[src/rtl/sddr_pkg.sv]
// Shared encodings for the DDR3 init/refresh sequencer: command pins, FSM states, A10 index.
package sddr_pkg;

  localparam int unsigned TIMER_W = 32;
  localparam int unsigned A10_BIT = 10;

  // {ras_n, cas_n, we_n} with cs_n low
  typedef enum logic [2:0] {
    CMD_MRS  = 3'b000,
    CMD_REF  = 3'b001,
    CMD_PRE  = 3'b010,
    CMD_ZQCL = 3'b110,
    CMD_NOP  = 3'b111
  } cmd_e;

  localparam logic [3:0] ST_BOOT     = 4'd0;
  localparam logic [3:0] ST_RST_HOLD = 4'd1;
  localparam logic [3:0] ST_CKE_WAIT = 4'd2;
  localparam logic [3:0] ST_XPR      = 4'd3;
  localparam logic [3:0] ST_MR2      = 4'd4;
  localparam logic [3:0] ST_MR3      = 4'd5;
  localparam logic [3:0] ST_MR1      = 4'd6;
  localparam logic [3:0] ST_MR0      = 4'd7;
  localparam logic [3:0] ST_ZQCL     = 4'd8;
  localparam logic [3:0] ST_IDLE     = 4'd9;
  localparam logic [3:0] ST_REQ      = 4'd10;
  localparam logic [3:0] ST_PREA     = 4'd11;
  localparam logic [3:0] ST_REF      = 4'd12;

endpackage

[src/rtl/sddr_wait_timer.sv]
// Loadable down-counter; done pulses for one cycle when the count reaches zero.
module sddr_wait_timer
  import sddr_pkg::*;
(
  input  logic               clk,
  input  logic               rst_n,
  input  logic               load,
  input  logic [TIMER_W-1:0] load_val,
  output logic               done
);

  logic [TIMER_W-1:0] count;

  always_ff @(posedge clk or negedge rst_n) begin
    if (!rst_n) begin
      count <= '0;
      done  <= 1'b0;
    end else begin
      done <= 1'b0;
      if (load) begin
        count <= load_val;
      end else if (count != '0) begin
        count <= count - TIMER_W'(1);
        done  <= (count == TIMER_W'(1));
      end
    end
  end

endmodule

[src/rtl/sddr_init_seq.sv]
// DDR3 power-up sequencer and periodic PREA+REF scheduler driving the PHY ctl_* pins.
// SDDR_INIT_FAST_SIM_EN shortens the reset, CKE and ZQ-init waits to 16 cycles.
module sddr_init_seq
  import sddr_pkg::*;
#(
  parameter int unsigned BANK_BITS    = 3,
  parameter int unsigned ROW_BITS     = 13,
  parameter int unsigned T_RESET_CYC  = 66667,
  parameter int unsigned T_CKE_CYC    = 166667,
  parameter int unsigned T_XPR_CYC    = 90,
  parameter int unsigned T_MRD_CYC    = 4,
  parameter int unsigned T_MOD_CYC    = 12,
  parameter int unsigned T_ZQINIT_CYC = 512,
  parameter int unsigned T_RP_CYC     = 5,
  parameter int unsigned T_RFC_CYC    = 107,
  parameter int unsigned T_REFI_CYC   = 2600,
  parameter logic [ROW_BITS-1:0] MR0_VAL = '0,
  parameter logic [ROW_BITS-1:0] MR1_VAL = '0,
  parameter logic [ROW_BITS-1:0] MR2_VAL = '0,
  parameter logic [ROW_BITS-1:0] MR3_VAL = '0
) (
  input  logic                 in_ddr_clock_i,
  input  logic                 in_ctl_reset_n_i,
  output logic                 ddr_reset_n_o,
  output logic                 phy_reset_n_o,
  output logic                 ctl_cke_o,
  output logic                 ctl_cs_n_o,
  output logic                 ctl_ras_n_o,
  output logic                 ctl_cas_n_o,
  output logic                 ctl_we_n_o,
  output logic                 ctl_odt_o,
  output logic [BANK_BITS-1:0] ctl_ba_o,
  output logic [ROW_BITS-1:0]  ctl_addr_o,
  output logic                 ready_o,
  output logic                 refresh_req_o,
  input  logic                 refresh_gnt_i,
  output logic                 refresh_busy_o,
  output logic                 refresh_late_o
);

`ifdef SDDR_INIT_FAST_SIM_EN
  localparam int unsigned RESET_CYC  = 16;
  localparam int unsigned CKE_CYC    = 16;
  localparam int unsigned ZQINIT_CYC = 16;
`else
  localparam int unsigned RESET_CYC  = T_RESET_CYC;
  localparam int unsigned CKE_CYC    = T_CKE_CYC;
  localparam int unsigned ZQINIT_CYC = T_ZQINIT_CYC;
`endif

  // Timer reloads are N-1 so the next command lands exactly N cycles later
  localparam logic [TIMER_W-1:0] W_RESET = TIMER_W'(RESET_CYC - 1);
  localparam logic [TIMER_W-1:0] W_CKE   = TIMER_W'(CKE_CYC - 1);
  localparam logic [TIMER_W-1:0] W_XPR   = TIMER_W'(T_XPR_CYC - 1);
  localparam logic [TIMER_W-1:0] W_MRD   = TIMER_W'(T_MRD_CYC - 1);
  localparam logic [TIMER_W-1:0] W_MOD   = TIMER_W'(T_MOD_CYC - 1);
  localparam logic [TIMER_W-1:0] W_ZQ    = TIMER_W'(ZQINIT_CYC - 1);
  localparam logic [TIMER_W-1:0] W_RP    = TIMER_W'(T_RP_CYC - 1);
  localparam logic [TIMER_W-1:0] W_RFC   = TIMER_W'(T_RFC_CYC - 1);
  localparam logic [TIMER_W-1:0] W_REFI  = TIMER_W'(T_REFI_CYC - 1);
  localparam logic [ROW_BITS-1:0] A10_MASK = ROW_BITS'(1) << A10_BIT;

  logic [3:0]           state, nxt_state;
  logic                 ddr_rst_n, nxt_ddr_rst_n, phy_rst_n, nxt_phy_rst_n;
  logic                 cke, nxt_cke, cs_n, nxt_cs_n;
  logic [2:0]           cmd, nxt_cmd;
  logic [BANK_BITS-1:0] ba, nxt_ba;
  logic [ROW_BITS-1:0]  addr, nxt_addr;
  logic                 ready, nxt_ready, req, nxt_req, busy, nxt_busy;
  logic                 late, nxt_late, pending, nxt_pending;
  logic                 wt_load_c, wt_done, ref_issue_c, ref_done;
  logic [TIMER_W-1:0]   wt_val_c;

  sddr_wait_timer u_wait_timer (
    .clk      (in_ddr_clock_i),
    .rst_n    (in_ctl_reset_n_i),
    .load     (wt_load_c),
    .load_val (wt_val_c),
    .done     (wt_done)
  );

  // Refresh interval: free-running reload on expiry, restarted on each REF
  sddr_wait_timer u_refi_timer (
    .clk      (in_ddr_clock_i),
    .rst_n    (in_ctl_reset_n_i),
    .load     (ref_issue_c | ref_done),
    .load_val (W_REFI),
    .done     (ref_done)
  );

  always_ff @(posedge in_ddr_clock_i or negedge in_ctl_reset_n_i) begin
    if (!in_ctl_reset_n_i) begin
      state     <= ST_BOOT;
      ddr_rst_n <= 1'b0;
      phy_rst_n <= 1'b0;
      cke       <= 1'b0;
      cs_n      <= 1'b1;
      cmd       <= CMD_NOP;
      ba        <= '0;
      addr      <= '0;
      ready     <= 1'b0;
      req       <= 1'b0;
      busy      <= 1'b0;
      late      <= 1'b0;
      pending   <= 1'b0;
    end else begin
      state     <= nxt_state;
      ddr_rst_n <= nxt_ddr_rst_n;
      phy_rst_n <= nxt_phy_rst_n;
      cke       <= nxt_cke;
      cs_n      <= nxt_cs_n;
      cmd       <= nxt_cmd;
      ba        <= nxt_ba;
      addr      <= nxt_addr;
      ready     <= nxt_ready;
      req       <= nxt_req;
      busy      <= nxt_busy;
      late      <= nxt_late;
      pending   <= nxt_pending;
    end
  end

  always_comb begin
    nxt_state     = state;
    nxt_ddr_rst_n = ddr_rst_n;
    nxt_phy_rst_n = phy_rst_n;
    nxt_cke       = cke;
    nxt_cmd       = CMD_NOP;
    nxt_ba        = '0;
    nxt_addr      = '0;
    nxt_ready     = ready;
    nxt_req       = req;
    nxt_busy      = busy;
    nxt_late      = late;
    nxt_pending   = pending;
    wt_load_c     = 1'b0;
    wt_val_c      = '0;
    ref_issue_c   = 1'b0;

    // An expiry outside IDLE/REQ is remembered until the scheduler can act on it
    if (ref_done && state != ST_IDLE && state != ST_REQ) nxt_pending = 1'b1;

    case (state)
      ST_BOOT: begin
        nxt_state     = ST_RST_HOLD;
        nxt_phy_rst_n = 1'b1;
        wt_load_c     = 1'b1;
        wt_val_c      = W_RESET;
      end
      ST_RST_HOLD: if (wt_done) begin
        nxt_state     = ST_CKE_WAIT;
        nxt_ddr_rst_n = 1'b1;
        wt_load_c     = 1'b1;
        wt_val_c      = W_CKE;
      end
      ST_CKE_WAIT: if (wt_done) begin
        nxt_state = ST_XPR;
        nxt_cke   = 1'b1;
        wt_load_c = 1'b1;
        wt_val_c  = W_XPR;
      end
      ST_XPR: if (wt_done) begin
        nxt_state = ST_MR2;
        nxt_cmd   = CMD_MRS;
        nxt_ba    = BANK_BITS'(2);
        nxt_addr  = MR2_VAL;
        wt_load_c = 1'b1;
        wt_val_c  = W_MRD;
      end
      ST_MR2: if (wt_done) begin
        nxt_state = ST_MR3;
        nxt_cmd   = CMD_MRS;
        nxt_ba    = BANK_BITS'(3);
        nxt_addr  = MR3_VAL;
        wt_load_c = 1'b1;
        wt_val_c  = W_MRD;
      end
      ST_MR3: if (wt_done) begin
        nxt_state = ST_MR1;
        nxt_cmd   = CMD_MRS;
        nxt_ba    = BANK_BITS'(1);
        nxt_addr  = MR1_VAL;
        wt_load_c = 1'b1;
        wt_val_c  = W_MRD;
      end
      ST_MR1: if (wt_done) begin
        nxt_state = ST_MR0;
        nxt_cmd   = CMD_MRS;
        nxt_addr  = MR0_VAL;
        wt_load_c = 1'b1;
        wt_val_c  = W_MOD;
      end
      ST_MR0: if (wt_done) begin
        nxt_state = ST_ZQCL;
        nxt_cmd   = CMD_ZQCL;
        nxt_addr  = A10_MASK;
        wt_load_c = 1'b1;
        wt_val_c  = W_ZQ;
      end
      ST_ZQCL: if (wt_done) begin
        nxt_state   = ST_IDLE;
        nxt_ready   = 1'b1;
        ref_issue_c = 1'b1;
      end
      ST_IDLE: if (ref_done || pending) begin
        nxt_state   = ST_REQ;
        nxt_req     = 1'b1;
        nxt_pending = 1'b0;
      end
      ST_REQ: begin
        if (ref_done) nxt_late = 1'b1;
        if (refresh_gnt_i) begin
          nxt_state = ST_PREA;
          nxt_req   = 1'b0;
          nxt_busy  = 1'b1;
          nxt_cmd   = CMD_PRE;
          nxt_addr  = A10_MASK;
          wt_load_c = 1'b1;
          wt_val_c  = W_RP;
        end
      end
      ST_PREA: if (wt_done) begin
        nxt_state   = ST_REF;
        nxt_cmd     = CMD_REF;
        nxt_pending = 1'b0;
        ref_issue_c = 1'b1;
        wt_load_c   = 1'b1;
        wt_val_c    = W_RFC;
      end
      ST_REF: if (wt_done) begin
        nxt_state = ST_IDLE;
        nxt_busy  = 1'b0;
      end
      default: nxt_state = ST_BOOT;
    endcase

    // Deselect until CKE is high, then NOP with chip select asserted
    nxt_cs_n = ~nxt_cke;
  end

  assign ddr_reset_n_o  = ddr_rst_n;
  assign phy_reset_n_o  = phy_rst_n;
  assign ctl_cke_o      = cke;
  assign ctl_cs_n_o     = cs_n;
  assign ctl_ras_n_o    = cmd[2];
  assign ctl_cas_n_o    = cmd[1];
  assign ctl_we_n_o     = cmd[0];
  assign ctl_odt_o      = 1'b0;
  assign ctl_ba_o       = ba;
  assign ctl_addr_o     = addr;
  assign ready_o        = ready;
  assign refresh_req_o  = req;
  assign refresh_busy_o = busy;
  assign refresh_late_o = late;

endmodule

[config.mk]
export PLATFORM = sky130hd
export DESIGN_NAME = sddr_init_seq
export DESIGN_NICKNAME = d
export VERILOG_FILES = /design/src/rtl/sddr_pkg.sv /design/src/rtl/sddr_wait_timer.sv /design/src/rtl/sddr_init_seq.sv
export SDC_FILE = /design/constraint.sdc
export NUM_CORES = 1
export LEC_CHECK = 0
export CAP_MARGIN = 30
export CELL_PAD_IN_SITES_DETAIL_PLACEMENT = 0
export CELL_PAD_IN_SITES_GLOBAL_PLACEMENT = 1
export CORE_UTILIZATION = 36
export CTS_CLUSTER_DIAMETER = 80
export DETAILED_ROUTE_END_ITERATION = 7
export PLACE_DENSITY = 0.73
export SYNTH_ARGS = -nofsm -noshare
export SYNTH_HDL_FRONTEND = slang
export SYNTH_HIERARCHICAL = 1
export SYNTH_SLANG_ARGS = --single-unit
[constraint.sdc]
create_clock -name in_ddr_clock_i -period 4.05 [get_ports in_ddr_clock_i]
set_input_delay 0.81 -clock in_ddr_clock_i [delete_from_list [all_inputs] [get_ports in_ddr_clock_i]]
set_output_delay 0.81 -clock in_ddr_clock_i [all_outputs]
set_load 0.1 [all_outputs]
==> results of run 1 <==
==> stage by stage <==
stage / instances / cell area (um2) / setup WS [ns] / power, mW
2_1_floorplan: 652 / 5510 / 1.73 / 1.12
3_3_place_gp: 809 / 5680 / 1.08 / 1.15
3_5_place_dp: 810 / 5690 / 1.04 / 1.16
4_1_cts: 826 / 6020 / 1.15 / 2.09
5_1_grt: 826 / 6020 / 0.904 / 2.15
6_report: 826 / 6020 / 1.09 / 2.05
==> cell usage after synthesis, drive strengths merged (8+ instances only) <==
library cell,count,area share (%)
o31ai,8,1.1
or4,8,1.2
xor2,14,2.3
dfrtp,81,38
o21ai,37,3.6
nand3,15,1.5
nand4,13,1.8
nor2,68,4.8
xnor2,12,2.0
clkbuf,13,0.92
nand2,41,3.1
nor3,27,3.1
buf,36,4.5
a21oi,39,3.8
a31oi,10,1.2
or3,8,0.95
nor4,19,3.1
nor2b,8,1.1
inv,15,1.1
==> metal layers <==
metal	share of wire, %	routed length (um)	vias up
li1	-	-	2186
met1	48	5810	2091
met2	48	5800	65
met3	2.9	352	10
met4	1.2	148	0
met5	0	0	-
==> cell type report <==
class	instances	share of cell area, %
tap	180	3.74
sequential	85	35.4
inverter	16	0.998
clock inverter	5	1.39
timing repair buffer	28	4.12
multi-input combinational	501	50.3
clock buffer	11	4.03
==> power breakdown <==
part	internal [mW]	switching, mW	leakage, nW
registers	0.892	0.0514	1.03
logic	0.0608	0.139	1.31
clock network	0.558	0.345	0.152
total	1.51	0.536	2.49
==> critical path, delay by kind of cell, from the launching register on <==
family / cells / cell delay, ns
AOI/OAI and AO/OA: 3 / 0.69
DFF: 1 / 0.78
and+or+nand+nor: 4 / 1.37
==> worst paths after layout <==
path | startpoint | end | slack, ns | cells past startpoint
worst max-delay path | state[0] | u_refi_timer/count[11] | 1.09 | 7
worst min-delay path | refresh_late_o | refresh_late_o | 0.47 | 1
worst max register to register | state[0] | u_refi_timer/count[11] | 1.09 | 7
worst min register to register | refresh_late_o | refresh_late_o | 0.47 | 1
max in group asynchronous | in_ctl_reset_n_i | pending | 2.64 | 2
min in group asynchronous | in_ctl_reset_n_i | refresh_req_o | 0.60 | 1
==> registers in the layout (all words and copies together), names as in the netlist, 2 cells and up <==
name	cells
u_wait_timer/count	32
u_refi_timer/count	32
cmd	3
state	4
ctl_ba_o	2
==> kinds of logic after synthesis <==
logic type | after synthesis | share of synthesized area, %
compound gates | 159 | 20.4
xor+xnor | 26 | 4.31
fa+ha+maj | 4 | 0.948
buf+inv | 66 | 6.78
flops | 85 | 40.4
mux | 7 | 1.33
other cells | 2 | 0.142
simple gates | 242 | 25.7
==> results.md, run 1 <==
* Die Y at 123 um
* Top_reg_cell synth: dfrtp_1
* F_max at roughly 0.34 GHz
* Htree depth at 3
* Routed Antenna Nets at 0
* Final Core Density at 42.7%
* I/O Pins at 31
* Met3 usage at around 4.1%
* Fin. Hold Viols at 0
* Post-CTS Repair Setup Buffers at 0
* Detailed-route DRC error count at 0
* Final WL at 12,100 um
* Worst hold margin at 0.473 ns
* Multi-input logic area at a little over 3000 um2
* Commonest non-fill, non-tap cell in the layout: dfrtp_1
* Critical Path Source Type: flip-flop
* FP Rows at 43
* # setup viols final at 0
* Buffer depth of the longest clock path at 2
* Input/output buffers at 16
* Largest net degree at the start of global routing at 71
* Die X at 123 um
* Clk slew on worst S/H paths at about 0.060 ns
* Netlist cell types at 82
* FF+latch count, synth at 85
* Via count of the routed design at between 4,000 and 5,000
* Final #Nets at 648
* Min-delay worst type: flip-flop to flip-flop
* Reg area at 2130 um2
* Die Footprint at ~15,000 um2
* Initial antenna violation count at 0
* Met2 usage at 27.9%
* CP arrival at 3.19 ns
* Post-Route Skew at 0.0117 ns
* EDFF count, synth at 0
* Commonest cells after routing, fill and taps aside: dfrtp_1 (81), nor2_1 (68), conb_1 (63)
* Final period util at 73.1%
* TNS Setup at 0 ns
* Clock Tree Root: clkbuf_16
* Unrepaired setup endpoints after global routing: false
* Syn avg cell area at 8.94 um2
* Seq/Total Area, Yosys at between 40% and 50%
* Fraction of layout cells with a size suffix above 1 at approximately 11%
* GP Congestion at 0.842
* Layout area overhead at 14.0%
* Dpl hpwl at ~8000 um
* Fin. max-slew vios at 0
* WP data required at approximately 4.3 ns
* First-pass GRT wire length at around 21,000 um
* DR iter-0 viols at 307
* Clock tree from TritonCTS: built
* Crit path largest cell delay at ~0.78 ns
* Ys async rst share at 100%
* Tot GR Track Use at 17.6%
* Cts hold-fix bufs at 0
* CP max FO at 24
* CTS sink count at 85
* Cell count after synthesis at 591
* CTS Buf Count at 9
* Final min period at slightly below 3 ns
* N_diodes at 0
* CP Capture Type: flip-flop
* Max-capacitance violation count at 0
* Number of global-route vias before repair at 4,095
* Peak supply drop at 0.000178 V
* Busiest grt layer: met2
* Core Footprint at 14,100 um2
* Insertion delay to the later sink of the worst-skew pair at approximately 0.35 ns
* Least-Margin Pin Slew at 0.988 ns
* Global route overflow at 0
* Resize count post-CTS at 0
* Vias per cell at 5.27
* FILL cells at 1,390
* DRT Pass-1 Iters at 5
* CP Cell Sequence: or2_1, a21oi_1, a21o_1, nor3_2, nor2b_4, nor2_1, o221a_2
* Wirelength per Cell at 14.7 um
* Status: finished, final reports clean
* Yosys Warn Count at 6
* Slew Limit Headroom at 32.4%
* Cell area after synthesis at approximately 5300 um2
* Slowest stage cell, crit path: dfrtp_1
* Met1 GRT Util at 23.6%
* Pwr dens at 340 nW/um2
* Setup Crit Path Kind: flip-flop to flip-flop
* Starting density of the core at 37.5%
* Leak at 2.49 nW
Power figures use the tool's default switching activity.
==> run 2, diff against run 1 <==
--- a/config.mk
+++ b/config.mk
@@ -11,7 +11,7 @@
 export CORE_UTILIZATION = 36
 export CTS_CLUSTER_DIAMETER = 80
 export DETAILED_ROUTE_END_ITERATION = 7
-export PLACE_DENSITY = 0.73
+export PLACE_DENSITY = 0.75
 export SYNTH_ARGS = -nofsm -noshare
 export SYNTH_HDL_FRONTEND = slang
 export SYNTH_HIERARCHICAL = 1
==> constraint.sdc (replaced) <==
create_clock -name in_ddr_clock_i -period 2.7 [get_ports in_ddr_clock_i]
set_input_delay 0.54 -clock in_ddr_clock_i [delete_from_list [all_inputs] [get_ports in_ddr_clock_i]]
set_output_delay 0.54 -clock in_ddr_clock_i [all_outputs]
set_load 0.1 [all_outputs]
==> run 2 against run 1 <==
Fmax grew 20%. Global-route usage increased by 0.41 points. Critical endpoint is now u_wait_timer/count[26]. Critical path type unchanged. Largest cell class unchanged. Final cell count grew 2.1%. Sequential power increased by 50%. Clock power rose by 39%.
==> results.md, run 2 (synthesis gave the netlist of run 1 again) <==
* Final period util at about 90%
* Buffer depth of the longest clock path at 2
* Dpl hpwl at 8370 um
* Die X at 123 um
* Clock Tree Root: clkbuf_16
* N_diodes at 0
* Final min period at 2.46 ns
* Core Footprint at 14,100 um2
* CTS sink count at 85
* Final #Nets at 665
* Worst setup margin at between 0.2 and 0.25 ns
* I/O Pins at 31
* Die Y at 123 um
* Global route overflow at 0
* Clk slew on worst S/H paths at 0.07 ns
* Post-Route Skew at 0.00849 ns
* Final WL at 12,300 um
* WP buf/inv at 1
* Fraction of layout cells with a size suffix above 1 at 15.4%
* Least-Margin Pin Slew at 0.795 ns
* Die Footprint at ~15,000 um2
* DR iter-0 viols at 271
* Insertion delay to the later sink of the worst-skew pair at approximately 0.35 ns
* Slowest stage cell, crit path: or3b_2
* Post-CTS Repair Setup Buffers at 0
* Fin. Hold Viols at 0
* FP Rows at between 40 and 50
* Commonest cells after routing, fill and taps aside: dfrtp_1 (81), nor2_1 (68), conb_1 (63)
* Biggest regs: u_refi_timer/count: 32 flops, u_wait_timer/count: 32 flops, state: 4 flops
* GP Congestion at 0.813
* First-pass GRT wire length at around 22,000 um
* Cts hold-fix bufs at 0
* Starting density of the core at 37.5%
* F_max at 0.406 GHz
* CP Cell Sequence: inv_1, ha_1, or3b_2, or3_1, nor4_1, mux2i_1, a21oi_1
* Top Family by Delay on Critical Path: simple AND/OR/NAND/NOR gates
* Wirelength per Cell at 14.6 um
* Fin. max-slew vios at 0
* WP data required at 2.93 ns
* Worst hold margin at 0.139 ns
* Resize count post-CTS at 0
* Commonest non-fill, non-tap cell in the layout: dfrtp_1
* Max-capacitance violation count at 0
* Min-delay worst type: input pin to asynchronous set/reset pin
* CP arrival at around 2.7 ns
* Largest net degree at the start of global routing at 47
* Unrepaired setup endpoints after global routing: false
* Slew Limit Headroom at 45.7%
* CP Capture Type: flip-flop
* DRT Pass-1 Iters at 4
* Crit path largest cell delay at 0.56 ns
* Via count of the routed design at approximately 4,400
* Detailed-route DRC error count at 0
* Pre-CTS setup slack at 0.0407 ns
* Pwr dens at between 400 and 500 nW/um2
* Setup Crit Path Kind: flip-flop to flip-flop
* Final Core Density at 43.3%
* Total Power at 2.98 mW
* Htree depth at 3
* Number of global-route vias before repair at 4,371
* Vias per cell at 5.28
* Tot GR Track Use at 18.0%
* # setup viols final at 0
* Layout area overhead at 15.6%
* Peak supply drop at 0.000273 V
* CTS Buf Count at 9
* Status: finished, final reports clean
* Clock tree from TritonCTS: built
* Input/output buffers at 16
* Routed Antenna Nets at 0
* Leak at around 2.6 nW
* CP max FO at 7
* Initial antenna violation count at 0
* Critical Path Source Type: flip-flop
* TNS Setup at 0 ns
[run 2: area by class of cell]
class | instances | area [um2]
clock buffers | 12 | 246
clock inverters | 4 | 47.5
fillers | 1407 | 7990
inverters | 16 | 60.1
multi-input cells | 501 | 3030
flip-flops and latches | 85 | 2130
well taps | 180 | 225
repair buffers | 45 | 365
[run 2: path summary, 6_finish.rpt]
check,endpoint,slack (ns),cells after the start,start
min reg2reg,refresh_late_o,0.48,1,refresh_late_o
max reg2reg,u_wait_timer/count[26],0.24,7,u_wait_timer/count[0]
min,u_wait_timer/done,0.14,1,in_ctl_reset_n_i
max in group asynchronous,cmd[0],1.91,2,in_ctl_reset_n_i
max,u_wait_timer/count[26],0.24,7,u_wait_timer/count[0]
min in group in_ddr_clock_i,refresh_late_o,0.48,1,refresh_late_o
[run 2: power breakdown]
part / internal, mW / leakage (nW) / switching [mW]
Sequential: 1.34 / 1.03 / 0.0764
Clock: 0.740 / 0.143 / 0.517
Combinational: 0.102 / 1.43 / 0.209
Total: 2.18 / 2.60 / 0.803
[run 2: through the flow]
stage,cell area (um2),std cells
final,6100,843
after global routing,6100,843
after CTS,6100,843
after detailed placement,5810,827
after global placement,5810,827
after floorplan,5510,652
[run 2: routing by layer]
metal	routed length [um]	part of all wire [%]	track usage, %	vias to the layer above
met4	164	1.3	5.72	0
li1	-	-	-	2234
met3	352	2.9	3.32	13
met2	5800	47	29.7	65
met5	0	0	0	-
met1	6030	49	23.9	2137
